--- src/rtl/trs80_kbd_matrix_pkg.sv ---
// rtl/trs80_kbd_matrix_pkg.sv - shared types and scancode constants for the TRS-80 keyboard matrix
package trs80_kbd_pkg;

    typedef struct packed {
        logic       pressed;
        logic       extended;
        logic [7:0] code;
    } kbd_event_t;

    typedef struct packed {
        logic       valid;
        logic [2:0] row;
        logic [2:0] col;
    } kbd_pos_t;

    localparam logic [7:0] SC_LSHIFT = 8'h12;
    localparam logic [7:0] SC_RSHIFT = 8'h59;
    localparam logic [7:0] SC_F12    = 8'h07;
    localparam logic [2:0] ROW_SHIFT = 3'd7;

    function automatic kbd_pos_t mk_pos(input logic [2:0] r, input logic [2:0] c);
        return {1'b1, r, c};
    endfunction

endpackage

--- src/rtl/trs80_kbd_matrix_if.sv ---
// rtl/trs80_kbd_matrix_if.sv - host key bundle, CPU row select and column return
interface trs80_kbd_matrix_if;
    logic [10:0] ps2_key_i;
    logic [7:0]  rows_i;
    logic [7:0]  cols_o;

    modport master (output ps2_key_i, output rows_i, input cols_o);
    modport slave  (input ps2_key_i, input rows_i, output cols_o);
endinterface

--- src/rtl/trs80_kbd_lut.sv ---
// rtl/trs80_kbd_lut.sv - combinational set-2 scancode to matrix position ROM
// KBD_PCLAYOUT_EN adds PC symbol remaps that carry a forced shift value.
module trs80_kbd_lut
    import trs80_kbd_pkg::*;
(
    input  logic       extended,
    input  logic [7:0] code,
`ifdef KBD_PCLAYOUT_EN
    input  logic       shift,
    output logic       remap,
    output logic       force_val,
`endif
    output kbd_pos_t   pos
);

    always_comb begin
        pos = '0;
        case ({extended, code})
            9'h00E: pos = mk_pos(3'd0, 3'd0);
            9'h01C: pos = mk_pos(3'd0, 3'd1);
            9'h032: pos = mk_pos(3'd0, 3'd2);
            9'h021: pos = mk_pos(3'd0, 3'd3);
            9'h023: pos = mk_pos(3'd0, 3'd4);
            9'h024: pos = mk_pos(3'd0, 3'd5);
            9'h02B: pos = mk_pos(3'd0, 3'd6);
            9'h034: pos = mk_pos(3'd0, 3'd7);
            9'h033: pos = mk_pos(3'd1, 3'd0);
            9'h043: pos = mk_pos(3'd1, 3'd1);
            9'h03B: pos = mk_pos(3'd1, 3'd2);
            9'h042: pos = mk_pos(3'd1, 3'd3);
            9'h04B: pos = mk_pos(3'd1, 3'd4);
            9'h03A: pos = mk_pos(3'd1, 3'd5);
            9'h031: pos = mk_pos(3'd1, 3'd6);
            9'h044: pos = mk_pos(3'd1, 3'd7);
            9'h04D: pos = mk_pos(3'd2, 3'd0);
            9'h015: pos = mk_pos(3'd2, 3'd1);
            9'h02D: pos = mk_pos(3'd2, 3'd2);
            9'h01B: pos = mk_pos(3'd2, 3'd3);
            9'h02C: pos = mk_pos(3'd2, 3'd4);
            9'h03C: pos = mk_pos(3'd2, 3'd5);
            9'h02A: pos = mk_pos(3'd2, 3'd6);
            9'h01D: pos = mk_pos(3'd2, 3'd7);
            9'h022: pos = mk_pos(3'd3, 3'd0);
            9'h035: pos = mk_pos(3'd3, 3'd1);
            9'h01A: pos = mk_pos(3'd3, 3'd2);
            9'h045: pos = mk_pos(3'd4, 3'd0);
            9'h016: pos = mk_pos(3'd4, 3'd1);
            9'h01E: pos = mk_pos(3'd4, 3'd2);
            9'h026: pos = mk_pos(3'd4, 3'd3);
            9'h025: pos = mk_pos(3'd4, 3'd4);
            9'h02E: pos = mk_pos(3'd4, 3'd5);
            9'h036: pos = mk_pos(3'd4, 3'd6);
            9'h03D: pos = mk_pos(3'd4, 3'd7);
            9'h03E: pos = mk_pos(3'd5, 3'd0);
            9'h046: pos = mk_pos(3'd5, 3'd1);
            9'h052: pos = mk_pos(3'd5, 3'd2);
            9'h04C: pos = mk_pos(3'd5, 3'd3);
            9'h041: pos = mk_pos(3'd5, 3'd4);
            9'h04E: pos = mk_pos(3'd5, 3'd5);
            9'h049: pos = mk_pos(3'd5, 3'd6);
            9'h04A: pos = mk_pos(3'd5, 3'd7);
            9'h05A: pos = mk_pos(3'd6, 3'd0);
            9'h005: pos = mk_pos(3'd6, 3'd1);
            9'h076: pos = mk_pos(3'd6, 3'd2);
            9'h175: pos = mk_pos(3'd6, 3'd3);
            9'h172: pos = mk_pos(3'd6, 3'd4);
            9'h16B: pos = mk_pos(3'd6, 3'd5);
            9'h174: pos = mk_pos(3'd6, 3'd6);
            9'h029: pos = mk_pos(3'd6, 3'd7);
            {1'b0, SC_LSHIFT}: pos = mk_pos(ROW_SHIFT, 3'd0);
            {1'b0, SC_RSHIFT}: pos = mk_pos(ROW_SHIFT, 3'd1);
            default: pos = '0;
        endcase
`ifdef KBD_PCLAYOUT_EN
        // Shift+2 is '@' (unshifted on the TRS-80); quote is Shift+7.
        remap     = 1'b0;
        force_val = 1'b0;
        if (!extended && shift && code == 8'h1E) begin
            remap     = 1'b1;
            force_val = 1'b0;
            pos       = mk_pos(3'd0, 3'd0);
        end else if (!extended && code == 8'h52) begin
            remap     = 1'b1;
            force_val = 1'b1;
            pos       = mk_pos(3'd4, 3'd7);
        end
`endif
    end

endmodule

--- src/rtl/trs80_kbd_matrix.sv ---
// rtl/trs80_kbd_matrix.sv - host key events to TRS-80 Model III 8x8 matrix plus F12 reset stretch
// KBD_PCLAYOUT_EN enables the PC-layout symbol remap with shift override.
module trs80_kbd_matrix
    import trs80_kbd_pkg::*;
#(
    parameter int CLKFREQ_KHZ = 20000,
    parameter int RST_MS      = 50
) (
    input  logic              clock_i,
    input  logic              reset_i,
    trs80_kbd_matrix_if.slave kbd,
    output logic              reset_req_o,
    output logic              shift_o
);

    localparam int             RST_CYC  = RST_MS * CLKFREQ_KHZ;
    localparam int             CW       = $clog2(RST_CYC + 1);
    localparam logic [CW-1:0]  RST_LOAD = CW'(RST_CYC - 1);

    logic             strobe_last;
    logic             armed;
    logic             ev_pend;
    kbd_event_t       ev_q;
    kbd_pos_t         pos;
    logic [7:0][7:0]  key_q;
    logic [7:0][7:0]  eff_key;
    logic [7:0]       cols_q;
    logic [7:0]       cols_next;
    logic [CW-1:0]    rst_cnt;

`ifdef KBD_PCLAYOUT_EN
    logic remap;
    logic force_val;
    logic ovr_force;
    logic ovr_shift;
`endif

    trs80_kbd_lut u_lut (
        .extended  (ev_q.extended),
        .code      (ev_q.code),
`ifdef KBD_PCLAYOUT_EN
        .shift     (shift_o),
        .remap     (remap),
        .force_val (force_val),
`endif
        .pos       (pos)
    );

    // The first clock out of reset only samples the toggle so a pre-set strobe is not an event.
    always_ff @(posedge clock_i or posedge reset_i) begin
        if (reset_i) begin
            strobe_last <= 1'b0;
            armed       <= 1'b0;
            ev_pend     <= 1'b0;
            ev_q        <= '0;
        end else begin
            ev_pend <= 1'b0;
            if (!armed) begin
                strobe_last <= kbd.ps2_key_i[10];
                armed       <= 1'b1;
            end else if (kbd.ps2_key_i[10] != strobe_last) begin
                strobe_last <= kbd.ps2_key_i[10];
                ev_pend     <= 1'b1;
                ev_q        <= kbd.ps2_key_i[9:0];
            end
        end
    end

    always_ff @(posedge clock_i or posedge reset_i) begin
        if (reset_i) begin
            key_q <= '0;
`ifdef KBD_PCLAYOUT_EN
            ovr_force <= 1'b0;
            ovr_shift <= 1'b0;
`endif
        end else if (ev_pend && pos.valid) begin
            key_q[pos.row][pos.col] <= ev_q.pressed;
`ifdef KBD_PCLAYOUT_EN
            if (remap) begin
                ovr_force <= ev_q.pressed;
                ovr_shift <= force_val;
            end
`endif
        end
    end

    always_comb begin
        eff_key = key_q;
`ifdef KBD_PCLAYOUT_EN
        if (ovr_force) eff_key[ROW_SHIFT][1:0] = {2{ovr_shift}};
`endif
    end

    always_comb begin
        cols_next = '0;
        for (int r = 0; r < 8; r++) begin
            if (!kbd.rows_i[r]) cols_next = cols_next | eff_key[r];
        end
    end

    // reset_req_o is registered so it stays high for exactly RST_CYC clocks after the load.
    always_ff @(posedge clock_i or posedge reset_i) begin
        if (reset_i) begin
            cols_q      <= '0;
            rst_cnt     <= '0;
            reset_req_o <= 1'b0;
        end else begin
            cols_q <= cols_next;
            if (ev_pend && ev_q.pressed && !ev_q.extended && ev_q.code == SC_F12) begin
                rst_cnt     <= RST_LOAD;
                reset_req_o <= 1'b1;
            end else if (rst_cnt != '0) begin
                rst_cnt     <= rst_cnt - 1'b1;
                reset_req_o <= 1'b1;
            end else begin
                reset_req_o <= 1'b0;
            end
        end
    end

    assign kbd.cols_o = cols_q;
    assign shift_o    = key_q[ROW_SHIFT][0] | key_q[ROW_SHIFT][1];

endmodule

--- src/flat_wrapper.sv ---
// flat-port wrapper written by rule: the top's interface ports become plain ports
module trs80_kbd_matrix_flat import trs80_kbd_pkg::*;
#(
    parameter int CLKFREQ_KHZ = 20000,
    parameter int RST_MS      = 50
)
  (clock_i, reset_i, reset_req_o, shift_o, kbd_ps2_key_i, kbd_rows_i, kbd_cols_o);
  trs80_kbd_matrix_if kbd_i ();
  input  logic clock_i;
  input  logic reset_i;
  output logic reset_req_o;
  output logic shift_o;
  input wire logic [$bits(kbd_i.ps2_key_i)-1:0] kbd_ps2_key_i;
  input wire logic [$bits(kbd_i.rows_i)-1:0] kbd_rows_i;
  output wire logic [$bits(kbd_i.cols_o)-1:0] kbd_cols_o;
  assign kbd_i.ps2_key_i = kbd_ps2_key_i;
  assign kbd_i.rows_i = kbd_rows_i;
  assign kbd_cols_o = kbd_i.cols_o;
  trs80_kbd_matrix #(.CLKFREQ_KHZ(CLKFREQ_KHZ), .RST_MS(RST_MS)) u_core (.clock_i(clock_i), .reset_i(reset_i), .kbd(kbd_i), .reset_req_o(reset_req_o), .shift_o(shift_o));
endmodule
--- config.mk ---
export PLATFORM = sky130hd
export DESIGN_NAME = trs80_kbd_matrix_flat
export DESIGN_NICKNAME = d
export VERILOG_FILES = /design/src/rtl/trs80_kbd_matrix_pkg.sv /design/src/rtl/trs80_kbd_matrix_if.sv /design/src/rtl/trs80_kbd_lut.sv /design/src/rtl/trs80_kbd_matrix.sv /design/src/flat_wrapper.sv
export SDC_FILE = /design/constraint.sdc
export NUM_CORES = 1
export LEC_CHECK = 0
export CAP_MARGIN = 15
export CELL_PAD_IN_SITES_DETAIL_PLACEMENT = 0
export CELL_PAD_IN_SITES_GLOBAL_PLACEMENT = 1
export CORE_MARGIN = 4
export CORE_UTILIZATION = 51
export DETAILED_ROUTE_END_ITERATION = 8
export PLACE_DENSITY = 0.94
export SETUP_SLACK_MARGIN = 0.02
export SLEW_MARGIN = 10
export SYNTH_ARGS = -nofsm -noshare
export SYNTH_HDL_FRONTEND = slang
export SYNTH_HIERARCHICAL = 1
export SYNTH_SLANG_ARGS = --single-unit
--- constraint.sdc ---
create_clock -name clock_i -period 9.8 [get_ports clock_i]
set_input_delay 1.96 -clock clock_i [delete_from_list [all_inputs] [get_ports clock_i]]
set_output_delay 1.96 -clock clock_i [all_outputs]
set_load 0.05 [all_outputs]
## After elaboration in Yosys (flattened, before gate mapping)

Cells that the tools add are included.

| word-level totals | value |
|---|---|
| bits in registers | 106 |
| bits in latches | 0 |
| bits in writable memories | 0 |
| ROM bits | 0 |
| input port bits | 21 |
| output and inout bits | 10 |
| word-level logic and storage cells | 118 |
| memories | 0 |

| operators by class | value |
|---|---|
| add/subtract/negate cells | 1 |
| multipliers | 0 |
| divide/modulo/power cells | 0 |
| magnitude comparators | 4 |
| equality and inequality tests | 56 |
| shift operators | 0 |
| muxes and demuxes | 22 |
| bitwise logic cells | 8 |
| reduce and logical (&&, ||, !) cells | 10 |

Operators by type and width:

| kind | number |
|---|---|
| 7-bit one-hot mux with 53 select lines | 1 |
| 9-bit by 6-bit equality test with 1-bit output (second input constant) | 23 |
| 9-bit by 7-bit equality test with 1-bit output (second input constant) | 16 |
| 9-bit by 5-bit equality test with 1-bit output (second input constant) | 8 |
| 8-bit 2-to-1 mux | 9 |
| 64-bit bitwise mux | 1 |
| 8-bit OR | 7 |
| 20-bit 2-to-1 mux | 2 |
| 9-bit equality test (second input constant) | 4 |
| 8-bit demux with 3-bit select | 1 |
| 20-bit nonzero test | 1 |
| 20-bit by 1-bit subtractor with 20-bit output (second input constant) | 1 |
| 9-bit by 3-bit equality test with 1-bit output (second input constant) | 1 |
| 9-bit by 4-bit equality test with 1-bit output (second input constant) | 1 |
| 8-bit by 3-bit equality test with 1-bit output (second input constant) | 1 |
| 3-bit by 4-bit less-than comparator with 1-bit output (second input constant) | 2 |
| 1-bit 2-to-1 mux | 7 |
| 3-bit by 1-bit greater-or-equal comparator with 1-bit output (second input constant) | 2 |
| 1-bit logical AND | 6 |
| 1-bit demux with 3-bit select | 1 |
| 2-bit != test (second input constant) | 1 |
| 2-bit AND reduction | 1 |
| 2-bit nonzero test | 1 |
| 1-bit zero test | 1 |
| other kinds (2) | 2 |

## Logic depth before layout (Yosys ltp)

| depth | value |
|---|---|
| depth in word-level cells | 15 |
| depth in mapped cells | 12 |
| mapped depth without buffers | 9 |

## Modules after synthesis

Netlist, hierarchy kept.

By module, submodules not included:

| module | times used | cells each | area an instance (um2) |
|---|---|---|---|
| trs80_kbd_matrix | 1 | 509 | 5216.3 |
| trs80_kbd_lut | 1 | 169 | 1123.6 |

## Least setup slack after synthesis

No wires, ideal clock.

| timing | value |
|---|---|
| path kind | input -> register |
| from | in kbd_ps2_key_i[10] |
| to | reg u_core/ev_q[0] (netlist bit) |
| library setup time | 0.125 ns |
| arrival time | 2.854 ns |
| data required time | 9.675 ns |
| slack | 6.822 ns |
| cell stages on the path | 4 |
| buffers on the path | 1 |
| cells stage by stage | xor2_1 nand2_1 clkbuf_1 mux2_2 |

| on the way | value |
|---|---|
| word-level cells in the longest chain between the ends | 2 |

RTL lines:

| element | line | text |
|---|---|---|
| from (decl) | flat_wrapper.sv:13 | `input wire logic [$bits(kbd_i.ps2_key_i)-1:0] kbd_ps2_key_i;` |
| 1-bit != test | trs80_kbd_matrix.sv:61 | `end else if (kbd.ps2_key_i[10] != strobe_last) begin` |
| 2-bit AND reduction (no source line) | - |  |
| to (signal assigned) | trs80_kbd_matrix.sv:64 | `ev_q <= kbd.ps2_key_i[9:0];` |
| to (decl) | trs80_kbd_matrix.sv:23 | `kbd_event_t ev_q;` |

Every way passes these cells.
A chain may end at the register's enable or synchronous reset.

==> impl_metrics.csv <==
group,metric,value,unit
drt,postRouteAntennaNets,0,
synthesis,synthFlopType,"dfrtp_1",
min_path,holdPathStages,1,
cts,insertion_delay,350,ps
worst_setup_path,crit_arrival,4030,ps
cts,cts_buffers,9,
sta,tightest_slew,933,ps
grt,grt_pass1_vias,4979,
sta,fmax,264,MHz
drt,wl,15300,µm
synthesis,ys_ff_latch,106,
cts,cts.sinks,106,
finish,fin_util,57.2,%
finish,final-seq-area,2650,µm²
worst_setup_path,startpoint,"u_core/ev_q[0]",
synthesis,syn_area_per_cell,9.35,µm²
synthesis,yosys_warnings,6,
power_and_ir_drop,vdd_ir_drop_max,0.127,mV
sta,finalClockSkew,11.3,ps
drt,drt-initial-drc-count,522,
synthesis,synth.distinct_cells,72,
cts,cts_setup_buffers,0,
synthesis,yosys.cell_count.top_type,"dfrtp_1",
cts,clk_path_buf_depth,2,
sta,finalHoldViolCount,0,
synthesis,synth_area_leaders,"dfrtp_1 (42%), mux2_2 (13%), nor2_1 (4.3%), inv_1 (4.3%), o22ai_1 (3.3%)",
finish,syn_to_final_growth,9.26,%
min_path,min_path_type,"flip-flop to flip-flop",
finish,multiInputGateArea,3170,µm²
sta,finalMaxSlewViolations,0,
die,initial_core_util,52.3,%
finish,finalNetCount,693,
outcome,status,"finished clean",
worst_setup_path,critical_path_class,"flip-flop to flip-flop",
cts,clock_tree.root_cell,"clkbuf_16",
grt,grt_max_degree,66,
worst_setup_path,rr_worst_depth,9,
synthesis,synth_edf_count,0,
placement,place_ws,6100,ps
min_path,min_from,"u_core/eff_key[17]",
cts,clk_pin_slew,80,ps
grt,grt_pass1_wl,25300,µm
die,die_area,14300,µm²
placement,io_buffer_count,30,
synthesis,synth_async_sr_flop_share,100,%
worst_setup_path,end_kind,"flip-flop",
synthesis,synth_top_area_cell,"dfrtp_1",
worst_setup_path,r2r_slack,6010,ps
worst_setup_path,start_kind,"flip-flop",
worst_setup_path,worstPathRequired,10030,ps
finish,drive_gt1_share,16.1,%
drt,first_pass_iters,6,
synthesis,synth_top_area_share,41.8,%
power_and_ir_drop,p_per_area,189,nW/µm²
grt,overflow,0,
finish,design_area,6930,µm²
finish,diodes,0,
cts,cts_tree,"built",
synthesis,synth_common_cells,"dfrtp_1 (106), mux2_2 (74), nor2_1 (73), inv_1 (72)",
worst_setup_path,reg2reg_from,"u_core/ev_q[0]",
sta,rsz0062_at_grt,"false",
die,fp.coreArea,12100,µm²
placement,dp_hpwl,10200,µm
synthesis,ys_seq_area_share,41.8,%
worst_setup_path,crit_fanout,31,
flow_run,cap_violations,0,
drt,avgViaCountPerCell,6.16,
placement,place_congestion,0.979,
sta,holdWs,508,ps
die,die_y,119,µm
synthesis,synth_nets,700,
drt,num_vias,5202,
cts,postCtsHoldBufs,0,
grt,grt_use_total,21.6,%
sta,min_period,3790,ps
drt,drcViolationCount,0,
power_and_ir_drop,p_leak,2.85,nW
synthesis,syn_area,6340,µm²
sta,setup_tns,0,ps
synthesis,syn_inst,678,
sta,finalSetupViolCount,0,
die,ios,31,
finish,nFillCells,1053,
cts,ctsHtreeMaxLevel,3,
die,die_w,119,µm
grt,antenna_found_initial,0,
sta,period_share,38.7,%
sta,fin_ws,6010,ps
placement,placed_cell_area,6640,µm²
sta,maxSlewHeadroom,37.7,%
die,placementRows,40,
drt,wl_per_cell,18.1,µm
cts,ctsResizeCount,0,
==> worst max-delay path: stages (launching register included) <==
cell and delay (ps):
dfrtp_1 920, nor2b_1 380, nand4_1 190, o221ai_1 140, a211oi_1 320, nand4_1 260, nor2b_1 290, nand4_1 520
nor2_1 290, mux2_2 360
==> layout by cell type, fill, tap and decap left out, types with 6 or more instances in the layout <==
| cell | n |
|---|---|
| dfrtp_1 | 106 |
| a21oi_1 | 11 |
| nor2b_1 | 12 |
| nand3b_1 | 6 |
| nand2b_1 | 17 |
| inv_1 | 71 |
| nand2_1 | 27 |
| nor3_1 | 13 |
| nor2_1 | 73 |
| or4_1 | 19 |
| nand3_1 | 22 |
| nand4_1 | 9 |
| mux2i_1 | 8 |
| clkdlybuf4s50_1 | 30 |
| o21ai_0 | 8 |
| clkbuf_16 | 9 |
| and2_1 | 6 |
| o22ai_1 | 33 |
| mux2_2 | 74 |
| o31ai_1 | 8 |
==> report_power, final <==
| part | internal [mW] | switching [mW] | leakage, nW |
|---|---|---|---|
| registers | 0.495 | 0.0930 | 1.42 |
| clock network | 0.177 | 0.173 | 0.139 |
| logic | 0.147 | 0.224 | 1.29 |
==> area by class of cell <==
cell class              count  area share, %
clock buffers               9           3.25
clock inverters             7          0.921
inverters                  72           3.94
multi-input cells         448           45.8
flip-flops and latches    106           38.3
well taps                 168           3.03
repair buffers             34           4.77
==> per-stage QoR <==
stage | total power, mW | cells
6_report | 1.31 | 844
5_1_grt | 1.38 | 844
4_1_cts | 1.31 | 844
3_5_place_dp | 0.959 | 828
3_3_place_gp | 0.947 | 828
2_1_floorplan | 0.877 | 678
==> path summary, 6_finish.rpt <==
| check | to |
|---|---|
| max | u_core/eff_key[51] |
| min | u_core/eff_key[17] |
| max reg2reg | u_core/eff_key[51] |
| min reg2reg | u_core/eff_key[17] |
| max in group asynchronous | u_core/eff_key[0] |
| min in group asynchronous | u_core/eff_key[39] |
==> cells by family (layout without fill, tap and decap cells) <==
kind of cell	after synthesis	after routing	synth area share (%)
compound gates	109	109	12.3
flops	106	106	41.8
mux	82	82	14.4
other cells	1	1	0.0591
fa+ha+maj	1	1	0.197
buf+inv	124	122	8.13
simple gates	250	250	22.4
xor+xnor	5	5	0.691
==> registers in the layout, indices dropped and copies added (netlist names) <==
name / cells
u_core/reset_req_o: 1
u_core/rst_cnt: 20
u_core/strobe_last: 1
u_core/ev_q: 10
u_core/kbd.cols_o: 8
u_core/ev_pend: 1
u_core/armed: 1
u_core/eff_key: 64
==> layer usage <==
metal,wire [µm],track usage (%),vias to the layer above
met3,959,3.72,30
met5,0,0,-
met1,6810,31.2,2562
li1,-,-,2392
met2,7250,33.3,218
met4,279,6.80,0
(Power assumes the default switching activity.)
